**config.mk**
```make
export PLATFORM = sky130hd
export DESIGN_NAME = syndrome_weight_arb_flat
export DESIGN_NICKNAME = d
export VERILOG_FILES = /design/src/rtl/syndrome_weight_arb_pkg.sv /design/src/rtl/syndrome_weight_arb_if.sv /design/src/rtl/bitsadder_128.sv /design/src/rtl/syndrome_weight_arb.sv /design/src/flat_wrapper.sv
export SDC_FILE = /design/constraint.sdc
export NUM_CORES = 1
export LEC_CHECK = 0
export BUFFER_PORTS_ARGS = -buffer_cell sky130_fd_sc_hd__buf_2
export CORE_AREA = 2 2 402 404
export DETAILED_ROUTE_END_ITERATION = 12
export DIE_AREA = 0 0 404 406
export GPL_ROUTABILITY_DRIVEN = 0
export PLACE_DENSITY = 0.42
export SLEW_MARGIN = 20
export SYNTH_ARGS = -nofsm -noshare
export SYNTH_HDL_FRONTEND = slang
export SYNTH_HIERARCHICAL = 1
export SYNTH_SLANG_ARGS = --single-unit
```
**constraint.sdc**
```tcl
create_clock -name clk -period 15.35 [get_ports clk]
set_clock_uncertainty 0.1 [all_clocks]
set_input_delay 1.535 -clock clk [delete_from_list [all_inputs] [get_ports clk]]
set_output_delay 1.535 -clock clk [all_outputs]
set_load 0.005 [all_outputs]
```
**src/rtl/syndrome_weight_arb_pkg.sv**
```systemverilog
// Shared definitions for the syndrome weight arbiter slice.
//   - CHUNK_W      : width of one popcount chunk (128 bits)
//   - DEF_NCHUNK   : default number of chunks per request vector
//   - state_t      : FSM state encoding (IDLE / ACC / DONE)
//   - vec_width    : request vector width for a given chunk count
//   - weight_width : result width able to hold 0..vec_width inclusive
package syndrome_weight_arb_pkg;

   localparam int CHUNK_W    = 128;
   localparam int DEF_NCHUNK = 4;

   typedef enum logic [1:0] {
      IDLE = 2'd0,
      ACC  = 2'd1,
      DONE = 2'd2
   } state_t;

   function automatic int vec_width(input int nchunk);
      return CHUNK_W * nchunk;
   endfunction

   function automatic int weight_width(input int nchunk);
      return $clog2(CHUNK_W * nchunk + 1);
   endfunction

endpackage

```
**src/rtl/syndrome_weight_arb_if.sv**
```systemverilog
// Handshake bundle for syndrome_weight_arb.
//   req0_*/req1_* : two requesters offering VW-bit vectors (valid/ready/data)
//   out_*         : result channel (valid/ready, weight, zero flag, owner tag)
//   busy          : arbiter is not idle
// Modports: slave = the arbiter, master = requesters plus result consumer.
interface syndrome_weight_arb_if
   import syndrome_weight_arb_pkg::*;
#(
   parameter int NCHUNK = DEF_NCHUNK,
   parameter int WW     = weight_width(NCHUNK)
);
   localparam int VW = vec_width(NCHUNK);

   logic          req0_valid;
   logic          req0_ready;
   logic [VW-1:0] req0_data;
   logic          req1_valid;
   logic          req1_ready;
   logic [VW-1:0] req1_data;
   logic          out_valid;
   logic          out_ready;
   logic [WW-1:0] out_weight;
   logic          out_zero;
   logic          out_tag;
   logic          busy;

   modport slave (
      input  req0_valid, req0_data, req1_valid, req1_data, out_ready,
      output req0_ready, req1_ready, out_valid, out_weight, out_zero, out_tag, busy
   );

   modport master (
      output req0_valid, req0_data, req1_valid, req1_data, out_ready,
      input  req0_ready, req1_ready, out_valid, out_weight, out_zero, out_tag, busy
   );

endinterface

```
**src/rtl/bitsadder_128.sv**
```systemverilog
// Combinational population count of a 128-bit word.
//   data  : input word
//   count : number of ones in data (0..128)
module bitsadder_128 (
   input  logic [127:0] data,
   output logic [7:0]   count
);

   always_comb begin
      count = '0;
      for (int i = 0; i < 128; i++) begin
         count = count + 8'(data[i]);
      end
   end

endmodule

```
**src/rtl/syndrome_weight_arb.sv**
```systemverilog
// Two-requester round-robin arbiter that counts the ones in the granted
// vector, one 128-bit chunk per cycle, through a single shared popcount.
//   clk    : clock, rising edge
//   rst_n  : asynchronous active-low reset
//   bus    : syndrome_weight_arb_if.slave (request, result and busy signals)
// Timing: accept edge -> NCHUNK ACC edges -> DONE (out_valid high) ->
// output handshake edge -> IDLE; the next accept can follow one edge later.
module syndrome_weight_arb
   import syndrome_weight_arb_pkg::*;
#(
   parameter int NCHUNK = DEF_NCHUNK,
   parameter int WW     = weight_width(NCHUNK)
) (
   input  logic                        clk,
   input  logic                        rst_n,
   syndrome_weight_arb_if.slave        bus
);

   localparam int VW = vec_width(NCHUNK);
   localparam int CW = (NCHUNK > 1) ? $clog2(NCHUNK) : 1;

   state_t        state_reg;
   logic [VW-1:0] vec_reg;
   logic [WW-1:0] acc_reg;
   logic [CW-1:0] cnt_reg;
   logic          last_grant_reg;
   logic          tag_reg;
   logic          out_valid_reg;
   logic [WW-1:0] out_weight_reg;
   logic          out_zero_reg;

   logic          grant;
   logic          accept;
   logic [CHUNK_W-1:0] chunk_arr [NCHUNK];
   logic [CHUNK_W-1:0] pop_in;
   logic [7:0]    pop_count;
   logic [WW-1:0] acc_next;
   logic          last_chunk;

   // Grant: on a tie pick the requester that did not win last time;
   // otherwise whichever one is valid (defaults to 1 only when req1 alone).
   always_comb begin
      grant  = (bus.req0_valid && bus.req1_valid) ? ~last_grant_reg : bus.req1_valid;
      accept = (state_reg == IDLE) && (bus.req0_valid || bus.req1_valid);
   end

   assign bus.req0_ready = accept && !grant;
   assign bus.req1_ready = accept &&  grant;

   generate
      for (genvar gi = 0; gi < NCHUNK; gi++) begin : g_chunk
         assign chunk_arr[gi] = vec_reg[gi*CHUNK_W +: CHUNK_W];
      end
   endgenerate

   // Popcount input is forced to zero outside ACC so the adder only ever
   // sees the captured vector while accumulating.
   always_comb begin
      pop_in = '0;
      if (state_reg == ACC) begin
         for (int i = 0; i < NCHUNK; i++) begin
            if (cnt_reg == CW'(i)) begin
               pop_in = chunk_arr[i];
            end
         end
      end
   end

   bitsadder_128 u_popcnt (
      .data  (pop_in),
      .count (pop_count)
   );

   assign acc_next   = acc_reg + WW'(pop_count);
   assign last_chunk = (cnt_reg == CW'(NCHUNK - 1));

   // Captured vector needs no reset: it is only read after an accept loads it.
   always_ff @(posedge clk) begin
      if (accept) begin
         vec_reg <= grant ? bus.req1_data : bus.req0_data;
      end
   end

   always_ff @(posedge clk or negedge rst_n) begin
      if (!rst_n) begin
         state_reg      <= IDLE;
         acc_reg        <= '0;
         cnt_reg        <= '0;
         last_grant_reg <= 1'b1;
         tag_reg        <= 1'b0;
         out_valid_reg  <= 1'b0;
         out_weight_reg <= '0;
         out_zero_reg   <= 1'b0;
      end else begin
         case (state_reg)
            IDLE: begin
               if (accept) begin
                  tag_reg        <= grant;
                  last_grant_reg <= grant;
                  acc_reg        <= '0;
                  cnt_reg        <= '0;
                  state_reg      <= ACC;
               end
            end
            ACC: begin
               acc_reg <= acc_next;
               if (last_chunk) begin
                  cnt_reg        <= '0;
                  out_weight_reg <= acc_next;
                  out_zero_reg   <= (acc_next == '0);
                  out_valid_reg  <= 1'b1;
                  state_reg      <= DONE;
               end else begin
                  cnt_reg <= cnt_reg + 1'b1;
               end
            end
            DONE: begin
               if (bus.out_ready) begin
                  out_valid_reg <= 1'b0;
                  state_reg     <= IDLE;
               end
            end
            default: state_reg <= IDLE;
         endcase
      end
   end

   assign bus.out_valid  = out_valid_reg;
   assign bus.out_weight = out_weight_reg;
   assign bus.out_zero   = out_zero_reg;
   assign bus.out_tag    = tag_reg;
   assign bus.busy       = (state_reg != IDLE);

endmodule

```
**src/flat_wrapper.sv**
```systemverilog
// flat-port wrapper written by rule: the top's interface ports become plain ports
module syndrome_weight_arb_flat import syndrome_weight_arb_pkg::*;
#(
   parameter int NCHUNK = DEF_NCHUNK,
   parameter int WW     = weight_width(NCHUNK)
)
  (clk, rst_n, bus_req0_valid, bus_req0_data, bus_req1_valid, bus_req1_data, bus_out_ready, bus_req0_ready, bus_req1_ready, bus_out_valid, bus_out_weight, bus_out_zero, bus_out_tag, bus_busy);
  syndrome_weight_arb_if #(.NCHUNK(NCHUNK), .WW(WW)) bus_i ();
  input  logic clk;
  input  logic rst_n;
  input wire logic [$bits(bus_i.req0_valid)-1:0] bus_req0_valid;
  input wire logic [$bits(bus_i.req0_data)-1:0] bus_req0_data;
  input wire logic [$bits(bus_i.req1_valid)-1:0] bus_req1_valid;
  input wire logic [$bits(bus_i.req1_data)-1:0] bus_req1_data;
  input wire logic [$bits(bus_i.out_ready)-1:0] bus_out_ready;
  output wire logic [$bits(bus_i.req0_ready)-1:0] bus_req0_ready;
  output wire logic [$bits(bus_i.req1_ready)-1:0] bus_req1_ready;
  output wire logic [$bits(bus_i.out_valid)-1:0] bus_out_valid;
  output wire logic [$bits(bus_i.out_weight)-1:0] bus_out_weight;
  output wire logic [$bits(bus_i.out_zero)-1:0] bus_out_zero;
  output wire logic [$bits(bus_i.out_tag)-1:0] bus_out_tag;
  output wire logic [$bits(bus_i.busy)-1:0] bus_busy;
  assign bus_i.req0_valid = bus_req0_valid;
  assign bus_i.req0_data = bus_req0_data;
  assign bus_i.req1_valid = bus_req1_valid;
  assign bus_i.req1_data = bus_req1_data;
  assign bus_i.out_ready = bus_out_ready;
  assign bus_req0_ready = bus_i.req0_ready;
  assign bus_req1_ready = bus_i.req1_ready;
  assign bus_out_valid = bus_i.out_valid;
  assign bus_out_weight = bus_i.out_weight;
  assign bus_out_zero = bus_i.out_zero;
  assign bus_out_tag = bus_i.out_tag;
  assign bus_busy = bus_i.busy;
  syndrome_weight_arb #(.NCHUNK(NCHUNK), .WW(WW)) u_core (.clk(clk), .rst_n(rst_n), .bus(bus_i));
endmodule
```
==> metrics.txt <==
run status=finished, final reports clean; top post-synthesis cells by count=514 x mux2_2, 512 x edfxtp_1, 180 x inv_1; Hold/Removal Path Class=reg -> reg; number of I/O pins=1045; count of standard-cell rows=147; pin count of the biggest net entering global routing=163; classification of the worst setup path=reg -> reg; number of buffers inserted by post-CTS setup repair=0; count of hold-fix buffers inserted at cts=0; setup repair after global routing missed its margin=no; grt ovf=0; global-route wire length before repair=171700 microns; post-synthesis cell area=0.03071 sq mm; CTS resizes=0; drt wl/cell=23.19 microns; final routed DRC violation total=0; Relative slew margins=20.38%; endpoint of the worst-slack reg-to-reg timing path=u_core/bus.out_zero; total die area=0.1640 sq mm; number of buffers inserted by port buffering=1044; number of global-route vias before repair=23500; number of enable-type register cells in the synthesized netlist=512; startpoint types=flip-flop; CTS buffer count=70; Max Clk Rate=0.09122 GHz; Async SR Flop Fraction=5.185%; H-tree depth reported by CTS=3; Least-Margin Pin Slew=1194 ps; Root Driver=clkbuf_16; core outline area=0.1596 sq mm; worst hold path cell count=1; Area Growth Syn to Fin=30.96%; via density per instance=4.063; critical hold path startpoint=u_core/bus.out_tag; cell at the slowest stage of the critical path=fa_1; ratio of cells with drive above 1 in the final layout=51.43%; clock tree from TritonCTS=yes; post-route fraction of the period consumed by the critical path=71.42%; most instantiated library cell after synthesis=mux2_2; Crit path arrival time=11380 ps; required time of the critical path=15770 ps; destination of the worst hold path=u_core/bus.out_tag; leading post-synthesis cells by cell area=edfxtp_1 50%, mux2_2 19%, fa_1 7.6%, a221oi_1 2.8%, nor2b_1 2.6%; clock-pin slew of the registers on the worst-case setup and hold paths=60 ps; final count of pins violating max slew=0; final critical-path required period=10960 ps; number of antenna violations at the first check in global routing=69; later-pin clock latency in the skew report=640 ps; layout net count=4473; starting density of the core=19.24%; Yosys warning count=6; average cell area after synthesis=13.31 sq um; total nets after synthesis=3490; commonest register cell after synthesis=edfxtp_1; maximum count of clock buffers along a single path=3; First-pass DRT Iterations=5; Max-Cap Viols=0; chip width=404 microns; Final Hold Viols=0; Synth Register Bits=540; minimum setup slack among reg-to-reg paths=4390 ps; maximum single-stage delay on the critical path=540 ps; GRT Resource Usage Total=14.87%; Worst R2R Path Depth=39; area share of the largest cell type after synthesis=50.06%; number of flip-flops in the largest register=512; antenna-violating nets left=0; clock tree sinks=540; CP endpoint kind=flip-flop; die height=406 microns; CP Max Fanout=34; DR vias=22120; setup-violating endpoint count in the final report=0; worst reg2reg path startpoint=u_core/cnt_reg[1]; post-detailed-placement half-perimeter wirelength=101100 microns; leading area contributor after synthesis=edfxtp_1; synthesized instance count=2308; 1st-iter DRT viols=1068; most frequent cell on the critical path=fa_1; proportion of synthesized chip area in sequential cells=52.34%; wire length after detailed routing=126300 microns; setup tns final=0 ps; Unique masters post-synth=42
[final cells by class]
cell class	count	area, sq um
clock inverter	41	239.0
multi-input combinational	1427	13190
sequential	540	16080
fill	17010	119400
tap	2086	2610
antenna	10	25.02
timing repair buffer	1072	5518
clock buffer	88	1883
inverter	180	683.2
[placed cells by master, fill, tap and decap left out, types with 30 or more instances in the layout]
cell,synthesis,routed
nor3_1,130,130
buf_2,26,1044
fa_1,116,116
ha_1,37,34
edfxtp_1,512,512
mux2_2,514,514
a221oi_1,97,97
a21oi_1,140,140
nor2_1,138,138
a221oi_2,30,30
inv_1,180,179
nor2b_1,129,128
clkbuf_16,0,73
[cells by family after synthesis]
family	share of synthesized area, %
AND/OR/NAND/NOR	7.068
adder cells (fa/ha/maj)	9.068
multiplexers	18.84
flip-flops	52.34
buffers and inverters	4.921
AO/OA/AOI/OAI	7.386
XOR/XNOR	0.3707
[routing by layer]
layer  wire length [microns]  vias to the layer above  track usage [%]
met3                    6770                      167            3.207
li1                        -                    10490                -
met5                     187                        -                0
met2                   63150                      756            26.31
met1                   53980                    10680            18.70
met4                    2188                       30            2.566
[critical path: cells and delay by family, from the launching register on]
family | cells | cell delay, ps
and+or+nand+nor | 5 | 690
buffers and inverters | 11 | 1600
adders and majority gates | 14 | 6380
DFF | 1 | 440
AOI/OAI and AO/OA | 7 | 1230
xor gates and xnor gates | 2 | 290
[worst max path at each step]
stage	from	endpoint	slack [ps]	depth (start not counted)
after global placement	u_core/cnt_reg[1]	u_core/bus.out_zero	4440	37
after global routing	u_core/cnt_reg[1]	u_core/acc_reg[9]	3710	39
final	u_core/cnt_reg[1]	u_core/bus.out_zero	4390	39
after detailed placement	u_core/cnt_reg[1]	u_core/bus.out_zero	4300	38
after CTS	u_core/cnt_reg[1]	u_core/bus.out_zero	4290	39
after floorplan	bus_req1_valid	u_core/vec_reg[0]	2860	2
[through the flow]
stage / utilization (%) / hold slack (ps) / setup slack (ps) / instances / cell area, sq um
after CTS: 25.16 / 382.9 / 4288 / 5433 / 40170
after detailed placement: 23.83 / 371.1 / 4296 / 5304 / 38050
after global placement: 23.83 / 359.7 / 4440 / 5304 / 38050
after global routing: 25.19 / 406.1 / 3713 / 5438 / 40210
final: 25.20 / 380.4 / 4387 / 5444 / 40220
after floorplan: - / 373.3 / 2860 / 2308 / 30710
Power is left out: the tool's default activity adds up to more than one toggle a clock period on the data nets, which glitch-free logic cannot reach.
